### src/rtl/control_unit.sv
// control_unit: instruction sequencer holding PC and IR, fetching 16-bit words
// from a synchronous instruction ROM and driving the datapath control bus from
// a Moore FSM. Control outputs are registered from the next state/IR so they
// are glitch-free and clear asynchronously with the rest of the state.
module control_unit #(
    parameter int PC_W = 7
) (
    input  logic            Clock,
    input  logic            n_rst,
    output logic [PC_W-1:0] I_Addr,
    input  logic [15:0]     I_Data,
    output logic [7:0]      D_Addr,
    output logic            D_Wr,
    output logic            RF_s,
    output logic [3:0]      RF_W_Addr,
    output logic            RF_W_en,
    output logic [3:0]      RF_Ra_Addr,
    output logic [3:0]      RF_Rb_Addr,
    output logic [2:0]      ALU_s0,
    output logic            Halted,
    output logic [PC_W-1:0] PC_out,
    output logic [15:0]     IR_out,
    output logic [3:0]      State_out
);

    typedef enum logic [3:0] {
        S_INIT   = 4'd0,
        S_FETCH  = 4'd1,
        S_DECODE = 4'd2,
        S_NOOP   = 4'd3,
        S_LOAD_A = 4'd4,
        S_LOAD_B = 4'd5,
        S_STORE  = 4'd6,
        S_ADD    = 4'd7,
        S_SUB    = 4'd8,
        S_HALT   = 4'd9
    } state_t;

    localparam logic [3:0] OP_NOOP  = 4'b0000;
    localparam logic [3:0] OP_STORE = 4'b0001;
    localparam logic [3:0] OP_LOAD  = 4'b0010;
    localparam logic [3:0] OP_ADD   = 4'b0011;
    localparam logic [3:0] OP_SUB   = 4'b0100;
    localparam logic [3:0] OP_HALT  = 4'b0101;

    state_t            state;
    state_t            state_next;
    logic [PC_W-1:0]   pc;
    logic [PC_W-1:0]   pc_next;
    logic [15:0]       ir;
    logic [15:0]       ir_next;

    logic [7:0]        d_addr_next;
    logic              d_wr_next;
    logic              rf_s_next;
    logic [3:0]        w_addr_next;
    logic              w_en_next;
    logic [3:0]        ra_next;
    logic [3:0]        rb_next;
    logic [2:0]        alu_next;
    logic              halted_next;

    // Sequencing: next state, and PC/IR updates that only happen when leaving FETCH.
    always_comb begin
        state_next = state;
        pc_next    = pc;
        ir_next    = ir;
        case (state)
            S_INIT: begin
                pc_next    = '0;
                ir_next    = '0;
                state_next = S_FETCH;
            end
            S_FETCH: begin
                ir_next    = I_Data;
                pc_next    = pc + 1'b1;
                state_next = S_DECODE;
            end
            S_DECODE: begin
                case (ir[15:12])
                    OP_STORE: state_next = S_STORE;
                    OP_LOAD:  state_next = S_LOAD_A;
                    OP_ADD:   state_next = S_ADD;
                    OP_SUB:   state_next = S_SUB;
                    OP_HALT:  state_next = S_HALT;
                    OP_NOOP:  state_next = S_NOOP;
                    default:  state_next = S_NOOP;
                endcase
            end
            S_LOAD_A: state_next = S_LOAD_B;
            S_HALT:   state_next = S_HALT;
            S_NOOP, S_LOAD_B, S_STORE, S_ADD, S_SUB: state_next = S_FETCH;
            default:  state_next = S_INIT;
        endcase
    end

    // Control bus for the state about to be entered, so the registered outputs match it.
    always_comb begin
        d_addr_next = '0;
        d_wr_next   = 1'b0;
        rf_s_next   = 1'b0;
        w_addr_next = '0;
        w_en_next   = 1'b0;
        ra_next     = '0;
        rb_next     = '0;
        alu_next    = 3'b000;
        halted_next = 1'b0;
        case (state_next)
            S_LOAD_A, S_LOAD_B: begin
                d_addr_next = ir_next[11:4];
                rf_s_next   = 1'b1;
                w_addr_next = ir_next[3:0];
                w_en_next   = (state_next == S_LOAD_B);
            end
            S_STORE: begin
                d_addr_next = ir_next[11:4];
                ra_next     = ir_next[3:0];
                d_wr_next   = 1'b1;
            end
            S_ADD, S_SUB: begin
                ra_next     = ir_next[11:8];
                rb_next     = ir_next[7:4];
                w_addr_next = ir_next[3:0];
                w_en_next   = 1'b1;
                alu_next    = (state_next == S_ADD) ? 3'b001 : 3'b010;
            end
            S_HALT: halted_next = 1'b1;
            default: ;
        endcase
    end

    // State, PC, IR and registered control outputs; reset clears everything at once.
    always_ff @(posedge Clock or negedge n_rst) begin
        if (!n_rst) begin
            state      <= S_INIT;
            pc         <= '0;
            ir         <= '0;
            D_Addr     <= '0;
            D_Wr       <= 1'b0;
            RF_s       <= 1'b0;
            RF_W_Addr  <= '0;
            RF_W_en    <= 1'b0;
            RF_Ra_Addr <= '0;
            RF_Rb_Addr <= '0;
            ALU_s0     <= 3'b000;
            Halted     <= 1'b0;
        end else begin
            state      <= state_next;
            pc         <= pc_next;
            ir         <= ir_next;
            D_Addr     <= d_addr_next;
            D_Wr       <= d_wr_next;
            RF_s       <= rf_s_next;
            RF_W_Addr  <= w_addr_next;
            RF_W_en    <= w_en_next;
            RF_Ra_Addr <= ra_next;
            RF_Rb_Addr <= rb_next;
            ALU_s0     <= alu_next;
            Halted     <= halted_next;
        end
    end

    assign I_Addr    = pc;
    assign PC_out    = pc;
    assign IR_out    = ir;
    assign State_out = state;

endmodule

### config.mk
export PLATFORM = sky130hd
export DESIGN_NAME = control_unit
export DESIGN_NICKNAME = d
export VERILOG_FILES = /design/src/rtl/control_unit.sv
export SDC_FILE = /design/constraint.sdc
export NUM_CORES = 1
export LEC_CHECK = 0
export CAP_MARGIN = 20
export CORE_ASPECT_RATIO = 1.2
export CORE_MARGIN = 2
export CORE_UTILIZATION = 44
export DETAILED_ROUTE_END_ITERATION = 8
export GPL_ROUTABILITY_DRIVEN = 1
export PLACE_DENSITY = 0.82
export SYNTH_ARGS = -nofsm -noshare
export SYNTH_HDL_FRONTEND = slang
export SYNTH_SLANG_ARGS = --single-unit
### constraint.sdc
create_clock -name Clock -period 2 [get_ports Clock]
set_clock_uncertainty 0.15 [all_clocks]
set_input_delay 0.2 -clock Clock [delete_from_list [all_inputs] [get_ports Clock]]
set_output_delay 0.2 -clock Clock [all_outputs]
set_load 0.005 [all_outputs]
==> results.cfg, run 1 <==
[placement]
gp_congestion = 0.834
dp_hpwl_um = 3940
portBuffers = 77
dpl.cell_count = 335

[power_and_ir_drop]
ir_worst_vdd_uv = 831
clkPwrFrac_pct = 14.1
p_sw_share_pct = 37.4
intPower_mw = 2.75
switchingPower_mw = 1.64
power_frac_seq_pct = 34.8
pwr-share-comb_pct = 51.1
powerDensity_mw_per_mm2 = 1360
p_leak_nw = 1.50
p_total_mw = 4.40

[logic_synthesis]
netlist.area_leader.share_pct = 60.4
synth_fp_nets = 215
postSynthCellCount = 196
synth_cell_type_count = 47
seq_area_frac_synth_pct = 60.4
synth-main-ff-cell = dfrtp_1
yosys-top-cells-area = dfrtp_1 60%, nor2_1 5.0%, buf_4 3.4%
synth_edf_count = 0
async_reset_ff_share_pct = 100
synth_warnings = 0
synth_area_mm2 = 0.00220
ys_ff_latch = 53
yosys.area.top_type = dfrtp_1
syn_area_per_cell_um2 = 11.2

[timing]
fmax_mhz = 508
final_max_slew_viol_count = 0
fin_hold_ws_ns = 0.343
totalNegativeSetupSlack_ns = 0
slew_headroom_pct = 56.8
worst_pin_slew_ns = 0.648
post-route-period-util_pct = 98.4
setup_viol = 0
hold_violations = 0
min_period_ns = 1.97
rsz0062_at_grt = yes

[run]
cap_violations = 0

[critical_path]
cp-end-kind = flip-flop
rr_worst_depth = 6
r2r_slack_ns = 0.03
path_max_fanout = 6
worstPathRequired_ns = 2.04
critPathKind = flip-flop to flip-flop
r2r-end = RF_W_Addr[2]
setup.worst_path.start_class = flip-flop
cp.arrival_ns = 2.01
r2r-start = State_out[0]

[clock_network]
cts_tree = done
numCtsBuffers = 5
htree_levels = 2
cts_sinks = 53
clk_path_buf_depth = 2
cts-root-buf = clkbuf_8
clk_pin_slew_worst_paths_ns = 0.10
insertion_delay_ns = 0.31

[cells_and_area]
instances_no_fill = 345
nFillCells = 380
layout_common_cells = 76 x clkdlybuf4s50_1, 53 x dfrtp_1, 27 x nor2_1
mostFrequentLayoutCell = clkdlybuf4s50_1
syn2layout_area_growth_pct = 47.5
nets = 303
diodes = 0
fin_util_pct = 66.5
drive_above_1_share_pct = 16.1

[min_path]
min_path_type = input pin to flip-flop
min_to = IR_out[15]
hold_depth = 2
min_from = I_Data[15]

[floorplan]
placementRows = 28
die_x_um = 68.5
start_util_pct = 45.1
core_area_mm2 = 0.00487
ioPinCount = 79
die_y_um = 81.4
dieArea_mm2 = 0.00557

[global_route]
overflow = 0
grt_pass1_vias = 1732
grt_pass1_wl_um = 8290
grt_max_degree = 54
grtUsageTotal_pct = 20.4
antenna_found_initial = 0

[drt]
dr.pass1.iters = 4
drt_iter0_drc = 67
route.detailed.drc = 0
num_vias = 1787
via_per_inst = 5.18
wirelength_um = 5420
wire_per_inst_um = 15.7
postRouteAntennaNets = 0

[outcome]
outcome = finished, final reports clean
==> worst max-delay path, cell delays in order, from the launching register on <==
cell and delay (ns):
dfrtp_1 0.40, buf_4 0.17, nor3b_4 0.23, o211ai_2 0.16, a2111o_1 0.47, a21oi_4 0.21
nor2_1 0.06
==> how the worst max path moves through the flow <==
stage / end / from
final: RF_W_Addr[2] / State_out[0]
after global routing: RF_W_Addr[2] / State_out[1]
after global placement: RF_W_Addr[3] / State_out[1]
after detailed placement: RF_W_Addr[3] / State_out[1]
after CTS: D_Addr[1] / IR_out[14]
after floorplan: RF_W_Addr[3] / State_out[0]
==> power groups by stage <==
| stage | Sequential [mW] | Clock (mW) | Combinational (mW) |
|---|---|---|---|
| 2_1_floorplan | 1.55 | 0 | 1.08 |
| 3_3_place_gp | 1.53 | 0 | 2.04 |
| 3_5_place_dp | 1.54 | 0 | 2.10 |
| 4_1_cts | 1.52 | 0.639 | 2.16 |
| 5_1_grt | 1.56 | 0.678 | 2.43 |
| 6_report | 1.53 | 0.619 | 2.25 |
==> per-stage QoR <==
stage	worst slack (ns)	instance area (µm²)
finish	0.0320	3240
global placement	0.00851	3070
detailed placement	-0.0000214	3070
global route	-0.0323	3240
floorplan	0.109	2200
CTS	0.00860	3200
==> cells by family (layout without fill, tap and decap cells) <==
| kind of cell | after synthesis | count (layout) | share of synthesized area (%) |
|---|---|---|---|
| flops | 53 | 53 | 60.4 |
| buf+inv | 33 | 122 | 8.03 |
| xor+xnor | 1 | 1 | 0.399 |
| fa+ha+maj | 1 | 1 | 0.570 |
| compound gates | 48 | 48 | 16.1 |
| other cells | 1 | 1 | 0.171 |
| simple gates | 57 | 57 | 13.3 |
| mux | 2 | 2 | 1.03 |
==> layout make-up <==
| type | instances | area, µm² | share of cell area (%) |
|---|---|---|---|
| Clock buffer | 5 | 68.8 | 2.12 |
| Clock inverter | 3 | 25.0 | 0.772 |
| Inverter | 15 | 56.3 | 1.74 |
| Multi-Input combinational cell | 110 | 747 | 23.1 |
| Sequential cell | 53 | 1330 | 40.9 |
| Tap cell | 60 | 75.1 | 2.32 |
| Timing Repair Buffer | 99 | 941 | 29.0 |
==> synthesized netlist by cell type (3+ instances only) <==
cell	count
dfrtp_1	53
nor2_1	29
inv_1	15
buf_4	10
a22oi_1	9
nand2_1	8
a22o_1	7
buf_2	6
o21ai_0	6
a21oi_1	4
o21ai_1	4
o32ai_1	3
==> flip-flops by register name (all words and copies together) (netlist names), 2 cells and up <==
signal      cells
ALU_s0          2
D_Addr          8
IR_out         16
I_Addr          7
RF_Ra_Addr      4
RF_Rb_Addr      4
RF_W_Addr       4
State_out       4
==> layer usage <==
metal | part of all wire, % | global-route usage, % | up-vias
li1 | - | - | 838
met1 | 40 | 24.1 | 875
met2 | 51 | 33.4 | 66
met3 | 8.0 | 7.89 | 8
met4 | 1.5 | 7.60 | 0
met5 | 0 | 0 | -
==> what timing repair did <==
action,CTS,global route
setup endpoints to repair,7,17
endpoints found under the hold margin,53,0
hold buffers,1,0
pin swaps,1,5
buffers inserted,1,0
resized for setup,3,10
Note: power is estimated with default switching activity, not from simulation.
==> run 2, diff against run 1 <==
--- a/config.mk
+++ b/config.mk
@@ -8,10 +8,12 @@
 export CAP_MARGIN = 20
 export CORE_ASPECT_RATIO = 1.2
 export CORE_MARGIN = 2
-export CORE_UTILIZATION = 44
+export CORE_UTILIZATION = 46
+export CTS_BUF_LIST = sky130_fd_sc_hd__clkbuf_8
 export DETAILED_ROUTE_END_ITERATION = 8
 export GPL_ROUTABILITY_DRIVEN = 1
-export PLACE_DENSITY = 0.82
+export GPL_TIMING_DRIVEN = 0
+export PLACE_DENSITY = 0.85
 export SYNTH_ARGS = -nofsm -noshare
 export SYNTH_HDL_FRONTEND = slang
 export SYNTH_SLANG_ARGS = --single-unit
==> run 2 against run 1 <==
Against the previous run:
- the flow now finishes with violations (negative setup slack)
- wire length rose by 15%
- critical endpoint is now RF_W_Addr[1]
- non-clock buffer count rose by 13
- setup slack got worse by 0.080 ns
- via count increased by 6.2%
- first-iteration DRC count rose by 24%
- sequential share of layout area decreased by 1.9 points
==> results.cfg, run 2 (same netlist as run 1, synthesis figures left out) <==
[global_route]
grtUsageTotal_pct = 22.9
grt_pass1_vias = 1826
grt_max_degree = 30
antenna_found_initial = 0
overflow = 0
grt_pass1_wl_um = 8990

[drt]
route.detailed.drc = 0
postRouteAntennaNets = 0
dr.pass1.iters = 4
via_per_inst = 5.33
wire_per_inst_um = 17.6
num_vias = 1897
drt_iter0_drc = 83
wirelength_um = 6250

[power_and_ir_drop]
ir_worst_vdd_uv = 1070
p_sw_share_pct = 38.4
intPower_mw = 2.93
power_frac_seq_pct = 32.8
p_leak_nw = 1.59
switchingPower_mw = 1.82
p_total_mw = 4.75
pwr-share-comb_pct = 54.3
powerDensity_mw_per_mm2 = 1400
clkPwrFrac_pct = 12.9

[cells_and_area]
mostFrequentLayoutCell = clkdlybuf4s50_1
drive_above_1_share_pct = 22.5
fin_util_pct = 74.2
nets = 316
diodes = 0
layout_common_cells = 76 x clkdlybuf4s50_1, 51 x dfrtp_1, 26 x nor2_1
syn2layout_area_growth_pct = 55.2
nFillCells = 305
largest_reg_flops = 16

[clock_network]
clk_path_buf_depth = 2
cts_tree = done
htree_levels = 2
cts-root-buf = clkbuf_8
numCtsBuffers = 5
cts_sinks = 53
clk_pin_slew_worst_paths_ns = 0.10
insertion_delay_ns = 0.31

[outcome]
outcome = finished with violations
violations = negative setup slack

[critical_path]
rr_worst_depth = 5
cp.arrival_ns = 2.09
r2r_slack_ns = -0.05
path_max_fanout = 5
critPathKind = flip-flop to flip-flop
worstPathRequired_ns = 2.04
r2r-end = RF_W_Addr[1]
r2r-start = IR_out[13]
cp-end-kind = flip-flop
setup.worst_path.start_class = flip-flop

[run]
cap_violations = 0

[timing]
fin_hold_ws_ns = 0.309
fmax_mhz = 488
fin_ws_ns = -0.0483
hold_violations = 0
setup_viol = 3
worst_pin_slew_ns = 0.672
min_period_ns = 2.05
rsz0062_at_grt = yes
final_max_slew_viol_count = 0
post-route-period-util_pct = 102
slew_headroom_pct = 55.2

[placement]
dp_slack_ns = -0.144
dp_hpwl_um = 4090
portBuffers = 77
gp_congestion = 0.855

[floorplan]
dieArea_mm2 = 0.00534
ioPinCount = 79
core_area_mm2 = 0.00459
die_x_um = 67.1
die_y_um = 79.7
placementRows = 27
start_util_pct = 47.8

[min_path]
min_path_type = input pin to async pin
run 2: worst max path at each step:
stage	from	end	slack [ns]	depth (start not counted)
detailed placement	IR_out[12]	D_Addr[1]	-0.14	6
CTS	State_out[1]	RF_Rb_Addr[3]	0.006	6
global route	State_out[0]	RF_W_Addr[1]	-0.12	6
global placement	n_rst	IR_out[13]	-0.90	1
finish	IR_out[13]	RF_W_Addr[1]	-0.05	5
floorplan	State_out[0]	RF_W_Addr[3]	0.11	5
run 2: routing by layer:
metal	wire, µm	GRT usage [%]	vias up
met2	3260	38.5	85
li1	-	-	863
met5	0	0	-
met3	588	10.0	13
met4	131	6.12	0
met1	2270	26.3	936
run 2: area by class of cell:
cell class,instances,area [µm²],share of cell area (%)
Buffer,18,146,4.30
Clock buffer,5,68.8,2.02
Clock inverter,3,21.3,0.624
Inverter,15,56.3,1.65
Multi-Input combinational cell,110,797,23.4
Sequential cell,53,1330,39.0
Tap cell,58,72.6,2.13
Timing Repair Buffer,94,916,26.9
run 2: stage by stage:
stage | instances | area, µm² | setup TNS [ns]
after floorplan | 196 | 2200 | 0
after global placement | 331 | 3040 | -49.05
after detailed placement | 332 | 3060 | -3.01
after CTS | 346 | 3240 | 0
after global routing | 356 | 3410 | -0.424
final | 356 | 3410 | -0.110
run 2: critical path, stage by stage, from the launching register on:
cell and delay [ns]:
dfrtp_2 0.47, nor3b_1 0.18, o311a_1 0.36, a2111o_1 0.44, a21oi_4 0.24, nor2_1 0.09
run 2: timing repair:
item	4_1_cts	5_1_grt
setup buffers	5	10
resized for setup	11	26
hold buffers	1	0
pin swaps	4	2
hold endpoints to repair	28	0
endpoints found under the setup margin	32	32
run 2: power groups by stage:
stage / clock, mW / combinational [mW] / sequential (mW)
6_report: 0.612 / 2.58 / 1.56
5_1_grt: 0.666 / 2.76 / 1.59
2_1_floorplan: 0 / 1.08 / 1.55
3_3_place_gp: 0 / 1.98 / 1.54
3_5_place_dp: 0 / 2.05 / 1.56
4_1_cts: 0.611 / 2.22 / 1.53
==> run 3, diff against run 2 <==
--- a/config.mk
+++ b/config.mk
@@ -5,7 +5,6 @@
 export SDC_FILE = /design/constraint.sdc
 export NUM_CORES = 1
 export LEC_CHECK = 0
-export CAP_MARGIN = 20
 export CORE_ASPECT_RATIO = 1.2
 export CORE_MARGIN = 2
 export CORE_UTILIZATION = 46
==> results of run 3 <==
Same layout as run 2: the final DEF is identical, and so are final timing and power.
